==> src/rtl/rrf_freelist.sv <==
// Rename register file free-list: circular tag allocation for dispatch, in-order
// retirement on commit, and full rollback of speculative tags on mispredict.
module rrf_freelist #(
   parameter int RRF_NUM = 64,
   parameter int RRF_SEL = 6
) (
   input  logic               clk,
   input  logic               reset,
   input  logic [1:0]         req_num_i,
   input  logic               stall_dp_i,
   input  logic               prmiss_i,
   input  logic [1:0]         comnum_i,
   output logic               alloc_ok_o,
   output logic [RRF_SEL-1:0] dst1_rrftag_o,
   output logic [RRF_SEL-1:0] dst2_rrftag_o,
   output logic               allocate_rrf_en_o,
   output logic [RRF_SEL-1:0] allocate_rrftag_o,
   output logic               allocate2_rrf_en_o,
   output logic [RRF_SEL-1:0] allocate2_rrftag_o,
   output logic [RRF_SEL-1:0] completed_dst_rrftag_o,
   output logic [RRF_SEL-1:0] completed2_rrftag_o,
   output logic [RRF_SEL:0]   freenum_o
);

   localparam logic [RRF_SEL:0]   NUM_W = (RRF_SEL+1)'(RRF_NUM);
   localparam logic [RRF_SEL-1:0] ONE_P = RRF_SEL'(1);

   logic [RRF_SEL-1:0] freeptr, comptr;
   logic [RRF_SEL:0]   freenum;

   logic [1:0]         req, com_raw, com_eff, acnt;
   logic [RRF_SEL:0]   occ, req_x, com_raw_x, com_x, acnt_x;
   logic [RRF_SEL-1:0] com_p, acnt_p, comptr_nxt;
   logic               fire, over_commit;

   always_comb begin
      req         = (req_num_i == 2'd3) ? 2'd0 : req_num_i;
      com_raw     = (comnum_i  == 2'd3) ? 2'd0 : comnum_i;
      occ         = NUM_W - freenum;
      req_x       = {{(RRF_SEL-1){1'b0}}, req};
      com_raw_x   = {{(RRF_SEL-1){1'b0}}, com_raw};
      // Commit can never retire more tags than are actually in flight
      over_commit = (com_raw_x > occ);
      com_eff     = over_commit ? occ[1:0] : com_raw;
      com_x       = {{(RRF_SEL-1){1'b0}}, com_eff};
      com_p       = {{(RRF_SEL-2){1'b0}}, com_eff};
      alloc_ok_o  = (freenum >= req_x);
      fire        = alloc_ok_o & ~stall_dp_i & ~prmiss_i & (req != 2'd0);
      acnt        = fire ? req : 2'd0;
      acnt_x      = {{(RRF_SEL-1){1'b0}}, acnt};
      acnt_p      = {{(RRF_SEL-2){1'b0}}, acnt};
      comptr_nxt  = comptr + com_p;
   end

   always_ff @(posedge clk or negedge reset) begin
      if (!reset) begin
         freeptr <= '0;
         comptr  <= '0;
         freenum <= NUM_W;
      end else if (prmiss_i) begin
         comptr  <= comptr_nxt;
         freeptr <= comptr_nxt;
         freenum <= NUM_W;
      end else begin
         comptr  <= comptr_nxt;
         freeptr <= freeptr + acnt_p;
         freenum <= freenum + com_x - acnt_x;
      end
   end

`ifndef SYNTHESIS
   always_ff @(posedge clk) begin
      if (reset && over_commit)
         $display("rrf_freelist: commit of %0d clamped to %0d in-flight tags", com_raw, occ);
   end
`endif

   assign dst1_rrftag_o          = freeptr;
   assign dst2_rrftag_o          = freeptr + ONE_P;
   assign allocate_rrf_en_o      = fire;
   assign allocate2_rrf_en_o     = fire & (req == 2'd2);
   assign allocate_rrftag_o      = dst1_rrftag_o;
   assign allocate2_rrftag_o     = dst2_rrftag_o;
   assign completed_dst_rrftag_o = comptr;
   assign completed2_rrftag_o    = comptr + ONE_P;
   assign freenum_o              = freenum;

endmodule

==> config.mk <==
export PLATFORM = sky130hd
export DESIGN_NAME = rrf_freelist
export DESIGN_NICKNAME = d
export VERILOG_FILES = /design/src/rtl/rrf_freelist.sv
export SDC_FILE = /design/constraint.sdc
export NUM_CORES = 1
export LEC_CHECK = 0
export CAP_MARGIN = 10
export CORE_MARGIN = 2
export CORE_UTILIZATION = 49
export CTS_BUF_LIST = sky130_fd_sc_hd__clkbuf_4
export DETAILED_ROUTE_END_ITERATION = 6
export GPL_ROUTABILITY_DRIVEN = 0
export GPL_TIMING_DRIVEN = 0
export PLACE_DENSITY = 0.86
export SETUP_SLACK_MARGIN = 0.5
export SLEW_MARGIN = 20
export SYNTH_ARGS = -nofsm -noshare
export SYNTH_HDL_FRONTEND = slang
export SYNTH_SLANG_ARGS = --single-unit
==> constraint.sdc <==
create_clock -name clk -period 4.9 [get_ports clk]
set_input_delay 0.98 -clock clk [delete_from_list [all_inputs] [get_ports clk]]
set_output_delay 0.98 -clock clk [all_outputs]
set_load 0.02 [all_outputs]
Yosys cells after proc, flatten, opt, wreduce, memory -nomap -nowiden
Index checks and enable logic that the tools add are counted.
Widths: inputs -> output; s select.
Operators by class
  add/sub/neg operators: 7
  magnitude comparators: 2
  equality and inequality tests: 3
  multiplexer cells: 6
  bitwise logic cells: 6
  reduce and logical (&&, ||, !) cells: 1
Operators by type and width (number)
  $add 6x1->6 const B: 2
  $add 6x2->6: 2
  $mux 2: 4
  $add 7x2->7: 1
  $ge 7x2->1: 1
  $gt 2x7->1: 1
  $mux 7: 1
  $sub 7x2->7: 1
  $sub 7x7->7 const A: 1
  $eq 2x2->1 const B: 3
  $mux 6: 1
  $and 1x1->1: 4
  $not 1->1: 2
  $reduce_bool 2->1: 1
Storage, ports and cells
  register bits: 19

Depth between registers and ports, before layout
Gate-level depths: netlist (run 1).
  depth after elaboration: 9
  depth in mapped cells: 16
  gate-level depth less buffers: 16

Worst setup path after synthesis (run 1)
Ideal clock, no wire load.
  kind: input port to flip-flop
  start point: input port req_num_i[1]
  end point: register freenum[6], in the netlist freenum_o[6]
  data arrival time: 3.879 ns
  path slack: 0.937 ns
  stages: 13
  path through: inv_1 > ha_1 > ha_1 > and4b_1 > o21ai_1 > a2111oi_4 > nand2_1 > fa_1 > fa_1 > a21oi_1 > o21bai_1 > nand3_1 > nor3b_1
On the way
  cells in the longest elaborated chain, start to end: 9
  elaborated cells on any way between the ends: 10
  classes of those cells: add/sub: 1; order compare: 1; eq/ne: 1; mux: 3; bitwise: 3; reduce/logical: 1
Ends and longest elaborated chain
  from (decl): line 9  | input logic [1:0] req_num_i,
  $eq 2x2->1: line 37  | req = (req_num_i == 2'd3) ? 2'd0 : req_num_i;
  $mux 2 (*): line 37
  $ge 7x2->1: line 47  | alloc_ok_o = (freenum >= req_x);
  $and 1x1->1 (2 in series): line 48  | fire = alloc_ok_o & ~stall_dp_i & ~prmiss_i & (req != 2'd0);
  $and 1x1->1 (*): line 48
  via allocate_rrf_en_o: line 16  | output logic allocate_rrf_en_o,
  $mux 2 (*): line 49  | acnt = fire ? req : 2'd0;
  $sub 7x2->7 (*): line 67  | freenum <= freenum + com_x - acnt_x;
  $mux 7 (*): line 60  | end else if (prmiss_i) begin
  to (signal assigned): line 67
  to (decl): line 29  | logic [RRF_SEL:0] freenum;
The timed path passes the listed nets; every way through them passes the cells marked *.

Final worst setup path (run 1)
  start point: input port req_num_i[1]
  end point: register freenum[6], in the netlist freenum_o[6]
On the way
  cells in the longest elaborated chain, start to end: 9
  elaborated cells on any way between the ends: 10
  classes of those cells: add/sub: 1; order compare: 1; eq/ne: 1; mux: 3; bitwise: 3; reduce/logical: 1
Ends and longest elaborated chain (line)
  $eq 2x2->1: 37
  $mux 2 (*): 37
  $ge 7x2->1: 47
  $and 1x1->1 (3 in series): 48
  $mux 2 (*): 49
  $sub 7x2->7 (*): 67
  $mux 7 (*): 60
Every way passes the cells marked *; elsewhere a longest branch is shown, timed or not.

==> summary.md, run 1 <==
| Metric | Value |
|---|---|
| Worst setup path category | `in -> reg` |
| Die area | `4156 sq um` |
| Final ANT Viol Nets | `0` |
| # setup viols final | `0` |
| YS warnings | `0` |
| Worst Path Max Fanout | `3` |
| Fillers | `264` |
| Leakage power | `1.078 nW` |
| Syn nets | `225` |
| H-tree depth | `1` |
| Crit-path max cell delay | `around 0.60 ns` |
| Worst path arrival time | `4.51 ns` |
| Synthesized area | `1792 sq um` |
| Avg Cell Area, Syn | `9.581 sq um` |
| Wire per inst | `13.06 um` |
| Critical Path End Type | `flop` |
| RR Startpoint | `freenum_o[0]$_DFF_PN0_` |
| Hold_buf cts | `0` |
| Global-route wire length before repair | `6230 um` |
| GRT overflow | `0` |
| Row count | `21` |
| Placed Cells | `285` |
| EDFF count, synth | `0` |
| Startpoint Class | `input pin` |
| Max frequency | `234.6 MHz` |
| Clock power share | `approximately 4.6%` |
| Outcome | `finished clean` |
| Die Wd | `64.47 um` |
| Crit path max-delay family | `adder cells` |
| Slew Limit Fails | `0` |
| Die Ht | `64.47 um` |
| Critical Path Stages | `15` |
| Ys flop type | `dfrtp_1` |
| Crit path max-delay cell type | `fa_2` |
| Sequential share of power | `18.8%` |
| Endpoint of the worst setup timing path | `freenum_o[6]$_DFF_PN1_` |
| Bufs and invs on worst path | `3` |
| Mapped Cells | `187` |
| Maximum Capacitance Violations | `0` |
| Share of post-route cells with drive strength above 1 | `between 10% and 20%` |
| Number of CTS-inserted buffers | `3` |
| DP Worst Slack | `~0.13 ns` |
| GRT Total Usage | `19.15%` |
| Logic pwr share | `between 70% and 80%` |
| Pwr/cell area | `between 700 and 800 nW/um^2` |
| NumNets Final | `283` |
| Internal power | `0.9532 mW` |
| Initial Util | `between 50% and 60%` |
| Switch Pwr | `0.8545 mW` |
| CTS tree | `built` |
| Reg2Reg Depth | `14` |
| DRC violations left | `0` |
| Hold Path Depth | `1` |
| Fin util | `70.92%` |
| Root Driver | `clkbuf_4` |
| Clock skew | `0.002778 ns` |
| Crit-path cells | `clkdlybuf4s50_1 > inv_1 > ha_1 > ha_1 > and4b_1 > o21ai_1 > a2111oi_4 > buf_4 > nand2_1 > fa_2 > fa_2 > a21oi_1 > o21bai_1 > a21oi_1 > nor3b_2` |
| Peak VDD IR | `0.5502 mV` |
| Slew @ Worst Pin | `0.8556 ns` |
| Tmin final | `4.263 ns` |
| Period utilization | `around 87%` |
| Clock transition at path regs | `0.11 ns` |
| Sw frac | `47.27%` |
| Core area | `3416 sq um` |
| Multi-input logic area | `1147 sq um` |
| Dpl hpwl | `3062 um` |
| Fraction of registers with async set/reset | `100.0%` |
| RSZ-0062 raised after global routing | `false` |
| DR pass1 iterations | `4` |
| Slew headroom | `42.78%` |
| Register area share after synthesis | `26.61%` |
| Unique masters post-synth | `42` |
| Number of DRC markers in iteration 0 | `57` |
| Via-to-Cell Ratio | `~5.2` |
| Final WL | `about 3800 um` |
| Reg2reg setup slack | `between 1 and 1.5 ns` |
| #FFs+latches synth | `19` |
| Worst min path class | `reg -> reg` |
| Hold Vio Cnt, Final | `0` |
| Worst-case clock buffer depth | `2` |
| Setup tns final | `0 ns` |
| CTS sink count | `19` |
| Slack of the critical path | `0.6370 ns` |
| Area grow syn2layout | `35.20%` |
| Initial antenna violation count | `0` |
| Top Ports | `between 50 and 60` |
| Largest net degree at the start of global routing | `20` |
| Storage cell area | `between 400 and 500 sq um` |
| FF-to-FF End | `freenum_o[6]$_DFF_PN1_` |
| Crit. Startpoint | `req_num_i[1]` |
| Number of global-route vias before repair | `1334` |
| Post-Layout Cell Count | `290` |
| Antenna Cells | `0` |
| IO buf count | `52` |
| Worst skew pair latency | `around 0.31 ns` |
| Vias post-DR | `approximately 1.5k` |
| Data required time of the worst path | `5.14 ns` |
sequential cells by signal (all words and copies together) (netlist names):
register	cells
freenum_o	7
completed_dst_rrftag_o	6
allocate_rrftag_o	6
what timing repair did:
action,4_1_cts,5_1_grt
setup endpoints to repair,2,5
setup buffers,1,0
gates resized for setup,3,3
pin swaps,1,2
metal layers:
metal | wire length (um) | global-route usage [%] | share of wire, %
met4 | 50 | 6.383 | 1.3
met1 | 1704 | 25.56 | 45
met2 | 1854 | 32.81 | 49
met3 | 178 | 1.736 | 4.7
met5 | 0 | 0 | 0
synth_stat cells (2+ instances only):
master,instances,area share [%]
ha_1,26,18
inv_1,19,4.0
dfrtp_1,18,25
xnor2_1,13,6.4
buf_4,12,5.0
nand3_1,10,2.8
nor2_1,9,1.9
xor2_1,9,4.4
nand2_1,8,1.7
a21oi_1,6,1.7
mux2_2,5,3.1
nor2b_1,5,1.7
clkbuf_1,4,0.84
fa_1,4,4.5
o21ai_0,4,1.1
and2_1,3,1.0
nor4_1,3,1.0
and2b_2,2,0.98
and4_1,2,0.98
nand2b_1,2,0.70
nor3b_1,2,0.84
how the worst min path moves through the flow:
stage / from / to / slack (ns)
final: completed_dst_rrftag_o[5]$_DFF_PN0_ / completed_dst_rrftag_o[5]$_DFF_PN0_ / 0.55
after global routing: completed_dst_rrftag_o[5]$_DFF_PN0_ / completed_dst_rrftag_o[5]$_DFF_PN0_ / 0.56
after CTS: completed_dst_rrftag_o[5]$_DFF_PN0_ / completed_dst_rrftag_o[5]$_DFF_PN0_ / 0.54
after detailed placement: completed_dst_rrftag_o[5]$_DFF_PN0_ / completed_dst_rrftag_o[5]$_DFF_PN0_ / 0.52
after global placement: completed_dst_rrftag_o[5]$_DFF_PN0_ / completed_dst_rrftag_o[5]$_DFF_PN0_ / 0.52
after floorplan: completed_dst_rrftag_o[5]$_DFF_PN0_ / completed_dst_rrftag_o[5]$_DFF_PN0_ / 0.63
placed cells by master (no fill, tap or decap), types with 2 or more instances in the layout:
cell type,n
and2b_2,2
fa_2,2
inv_1,19
mux2_2,5
clkbuf_4,3
o21ai_0,4
xor2_1,9
a21oi_1,5
and4_1,2
buf_4,13
ha_1,26
nor4_1,3
nand3_1,10
nor2_1,9
nand2b_1,2
nand2_1,8
clkdlybuf4s50_1,50
xnor2_1,13
dfrtp_1,18
fa_1,2
and2_1,3
nor2b_1,5
clkbuf_1,4
power by group through the flow:
| stage | sequential (mW) | clock (mW) | combinational (mW) |
|---|---|---|---|
| finish | 0.341 | 0.0835 | 1.38 |
| global route | 0.357 | 0.0933 | 1.48 |
| CTS | 0.342 | 0.0869 | 1.39 |
| detailed placement | 0.346 | 0 | 1.37 |
| global placement | 0.342 | 0 | 1.34 |
| floorplan | 0.409 | 0 | 0.767 |
stage by stage:
| step | instance area (sq um) | power [mW] | hold slack, ns |
|---|---|---|---|
| global route | 2422 | 1.935 | 0.5567 |
| floorplan | 1792 | 1.175 | 0.6282 |
| global placement | 2370 | 1.683 | 0.5235 |
| CTS | 2414 | 1.815 | 0.5441 |
| finish | 2422 | 1.808 | 0.5454 |
| detailed placement | 2370 | 1.719 | 0.5184 |
logic make-up after synthesis:
family / after synthesis / share of synthesized area (%)
AO/OA/AOI/OAI: 20 / 8.102
XOR/XNOR: 22 / 10.75
adder cells (fa/ha/maj): 30 / 22.63
buffers and inverters: 36 / 10.13
flip-flops: 19 / 26.61
multiplexers: 6 / 3.701
AND/OR/NAND/NOR: 54 / 18.09
final cells by class:
class | instances | share of cell area (%)
clock buffer | 3 | 0.9298
timing repair buffer | 53 | 21.85
inverter | 19 | 2.944
multi-input combinational | 132 | 47.37
sequential | 19 | 19.68
buffer | 17 | 4.545
tap | 46 | 2.376
clock inverter | 1 | 0.3099
Note: power is estimated with default switching activity, not from simulation.
==> run 2: changes to the inputs <==
CORE_MARGIN = not set   (was 2)
CORE_UTILIZATION = 29   (was 49)
PLACE_DENSITY = 0.57   (was 0.86)
==> run 2 against run 1 <==
Net effect: maximum frequency grew 0.80%; clock skew grew 0.0036 ns; register-to-register slack lost 0.03 ns; critical path type unchanged; critical endpoint is now freenum_o[4]$_DFF_PN0_.
==> summary.md, run 2 (synthesized netlist as in run 1, its figures left out) <==
| Metric | Value |
|---|---|
| Outcome | `finished clean (unchanged)` |
| Period utilization | `86.31% (was 87.00%)` |
| Slack of the critical path | `0.6709 ns (was 0.6370 ns)` |
| Multi-input logic area | `1149 sq um (was 1147 sq um)` |
| Number of global-route vias before repair | `1356 (was 1334)` |
| Dpl hpwl | `3053 um (was 3062 um)` |
| IO buf count | `52 (unchanged)` |
| H-tree depth | `1 (unchanged)` |
| GRT overflow | `0 (unchanged)` |
| Root Driver | `clkbuf_4 (unchanged)` |
| Global-route wire length before repair | `6417 um (was 6230 um)` |
| Startpoint Class | `input pin (unchanged)` |
| Clock transition at path regs | `0.12 ns (was 0.11 ns)` |
| Peak VDD IR | `0.4027 mV (was 0.5502 mV)` |
| Logic pwr share | `76.2% (was 76.5%)` |
| Row count | `28 (was 21)` |
| RSZ-0062 raised after global routing | `false (unchanged)` |
| Slew @ Worst Pin | `0.9211 ns (was 0.8556 ns)` |
| Initial Util | `30.08% (was 52.45%)` |
| Largest net degree at the start of global routing | `20 (unchanged)` |
| Clock power share | `4.8% (was 4.6%)` |
| Via-to-Cell Ratio | `4.547 (was 5.176)` |
| Crit-path cells | `clkdlybuf4s50_1 > and2b_2 > ha_1 > and2b_2 > o211ai_1 > nor4_4 > mux2_2 > fa_2 > fa_1 > a21oi_1 > o21bai_1 > xnor2_1 > nor2_1 (was clkdlybuf4s50_1 > inv_1 > ha_1 > ha_1 > and4b_1 > o21ai_1 > a2111oi_4 > buf_4 > nand2_1 > fa_2 > fa_2 > a21oi_1 > o21bai_1 > a21oi_1 > nor3b_2)` |
| Area grow syn2layout | `37.71% (was 35.20%)` |
| Crit path max-delay family | `adder cells (unchanged)` |
| Slew headroom | `38.40% (was 42.78%)` |
| DP Worst Slack | `0.2021 ns (was 0.1294 ns)` |
| Die area | `6496 sq um (was 4156 sq um)` |
| Top Ports | `54 (unchanged)` |
| Internal power | `0.9530 mW (was 0.9532 mW)` |
| Hold_buf cts | `0 (unchanged)` |
| Sequential share of power | `19.0% (was 18.8%)` |
| Crit path top cell by count | `and2b_2` |
| Storage cell area | `476.7 sq um (unchanged)` |
| Most frequent cells in the layout | `clkdlybuf4s50_1 (50), ha_1 (26), inv_1 (19) (unchanged)` |
| Final ANT Viol Nets | `0 (unchanged)` |
| Slew Limit Fails | `0 (unchanged)` |
| Worst setup path category | `in -> reg (unchanged)` |
| Die Ht | `80.60 um (was 64.47 um)` |
| Crit-path max cell delay | `0.49 ns (was 0.60 ns)` |
| Die Wd | `80.60 um (was 64.47 um)` |
| Worst path arrival time | `4.42 ns (was 4.51 ns)` |
| Sw frac | `47.11% (was 47.27%)` |
| Max frequency | `236.5 MHz (was 234.6 MHz)` |
| Vias post-DR | `1455 (was 1501)` |
| Crit path max-delay cell type | `fa_2 (unchanged)` |
| Clock skew | `0.006422 ns (was 0.002778 ns)` |
| Worst min path class | `reg -> reg (unchanged)` |
| Number of CTS-inserted buffers | `3 (unchanged)` |
| Core area | `5956 sq um (was 3416 sq um)` |
| Pwr/cell area | `730.3 nW/um^2 (was 746.3 nW/um^2)` |
| Number of DRC markers in iteration 0 | `47 (was 57)` |
| Wire per inst | `12.13 um (was 13.06 um)` |
| Antenna Cells | `0 (unchanged)` |
| Maximum Capacitance Violations | `0 (unchanged)` |
| Worst Path Max Fanout | `3 (unchanged)` |
| Fillers | `608 (was 264)` |
| GRT Total Usage | `12.80% (was 19.15%)` |
| NumNets Final | `284 (was 283)` |
| Data required time of the worst path | `5.09 ns (was 5.14 ns)` |
| Bufs and invs on worst path | `1 (was 3)` |
| Commonest non-fill, non-tap cell in the layout | `clkdlybuf4s50_1 (unchanged)` |
| Switch Pwr | `0.8489 mW (was 0.8545 mW)` |
| Setup tns final | `0 ns (unchanged)` |
| CTS sink count | `19 (unchanged)` |
| DRC violations left | `0 (unchanged)` |
| Critical Path End Type | `flop (unchanged)` |
| DR pass1 iterations | `4 (unchanged)` |
| Initial antenna violation count | `0 (unchanged)` |
| Tmin final | `4.229 ns (was 4.263 ns)` |
| # setup viols final | `0 (unchanged)` |
| CTS tree | `built (unchanged)` |
| Worst skew pair latency | `0.31 ns (about the same)` |
| Hold Vio Cnt, Final | `0 (unchanged)` |
| Share of post-route cells with drive strength above 1 | `13.88% (was 13.52%)` |
| Final WL | `3881 um (was 3788 um)` |
| Max reg flops | `7 (unchanged)` |
| Worst-case clock buffer depth | `2 (unchanged)` |
| Leakage power | `1.085 nW (was 1.078 nW)` |
run 2: final cells by class:
type	count	area share, %
Buffer	17	4.462
Clock buffer	3	0.9128
Clock inverter	1	0.3043
Inverter	19	2.890
Multi-Input combinational cell	132	46.55
Sequential cell	19	19.32
Tap cell	75	3.803
Timing Repair Buffer	54	21.75
run 2: worst paths after layout:
check	start	end	slack, ns	depth (start not counted)
min reg2reg	completed_dst_rrftag_o[5]$_DFF_PN0_	completed_dst_rrftag_o[5]$_DFF_PN0_	0.54	1
max reg2reg	freenum_o[0]$_DFF_PN0_	freenum_o[4]$_DFF_PN0_	1.05	14
max in group asynchronous	reset	freenum_o[3]$_DFF_PN0_	3.17	1
min	completed_dst_rrftag_o[5]$_DFF_PN0_	completed_dst_rrftag_o[5]$_DFF_PN0_	0.54	1
max	comnum_i[0]	freenum_o[4]$_DFF_PN0_	0.67	13
min in group asynchronous	reset	completed_dst_rrftag_o[3]$_DFF_PN0_	1.17	1
run 2: worst register-to-register path: stages, from the launching register on:
cell      delay, ns
dfrtp_1        0.49
inv_1          0.15
ha_1           0.32
inv_1          0.04
ha_1           0.27
and2b_2        0.14
o211ai_1       0.14
nor4_4         0.26
mux2_2         0.44
fa_2           0.49
fa_1           0.48
a21oi_1        0.18
o21bai_1       0.14
xnor2_1        0.16
nor2_1         0.05
run 2: per-layer routing:
layer,part of all wire (%),track usage (%)
met1,48,18.00
met2,45,19.83
met3,4.8,0.7955
met4,1.8,5.893
met5,0,0
run 2: power groups by stage:
stage | Clock (mW) | Sequential (mW) | Combinational, mW
floorplan | 0 | 0.409 | 0.767
global placement | 0 | 0.349 | 1.36
detailed placement | 0 | 0.349 | 1.36
CTS | 0.0912 | 0.346 | 1.37
global route | 0.0948 | 0.360 | 1.49
finish | 0.0861 | 0.343 | 1.37
run 2: what timing repair did:
| item | in CTS | in global routing |
|---|---|---|
| setup buffers | 1 | 1 |
| pin swaps | 1 | 2 |
| cloned | 0 | 0 |
| resized for setup | 1 | 5 |
| endpoints found under the setup margin | 1 | 5 |
run 2: per-stage QoR:
stage / hold slack (ns) / utilization, % / total power [mW] / instance area [sq um] / instances
floorplan: 0.6282 / - / 1.175 / 1792 / 187
global placement: 0.5300 / 40.40 / 1.706 / 2406 / 314
detailed placement: 0.5205 / 40.40 / 1.714 / 2406 / 314
CTS: 0.5510 / 41.01 / 1.808 / 2442 / 319
global route: 0.5895 / 41.43 / 1.948 / 2467 / 320
finish: 0.5413 / 41.43 / 1.802 / 2467 / 320
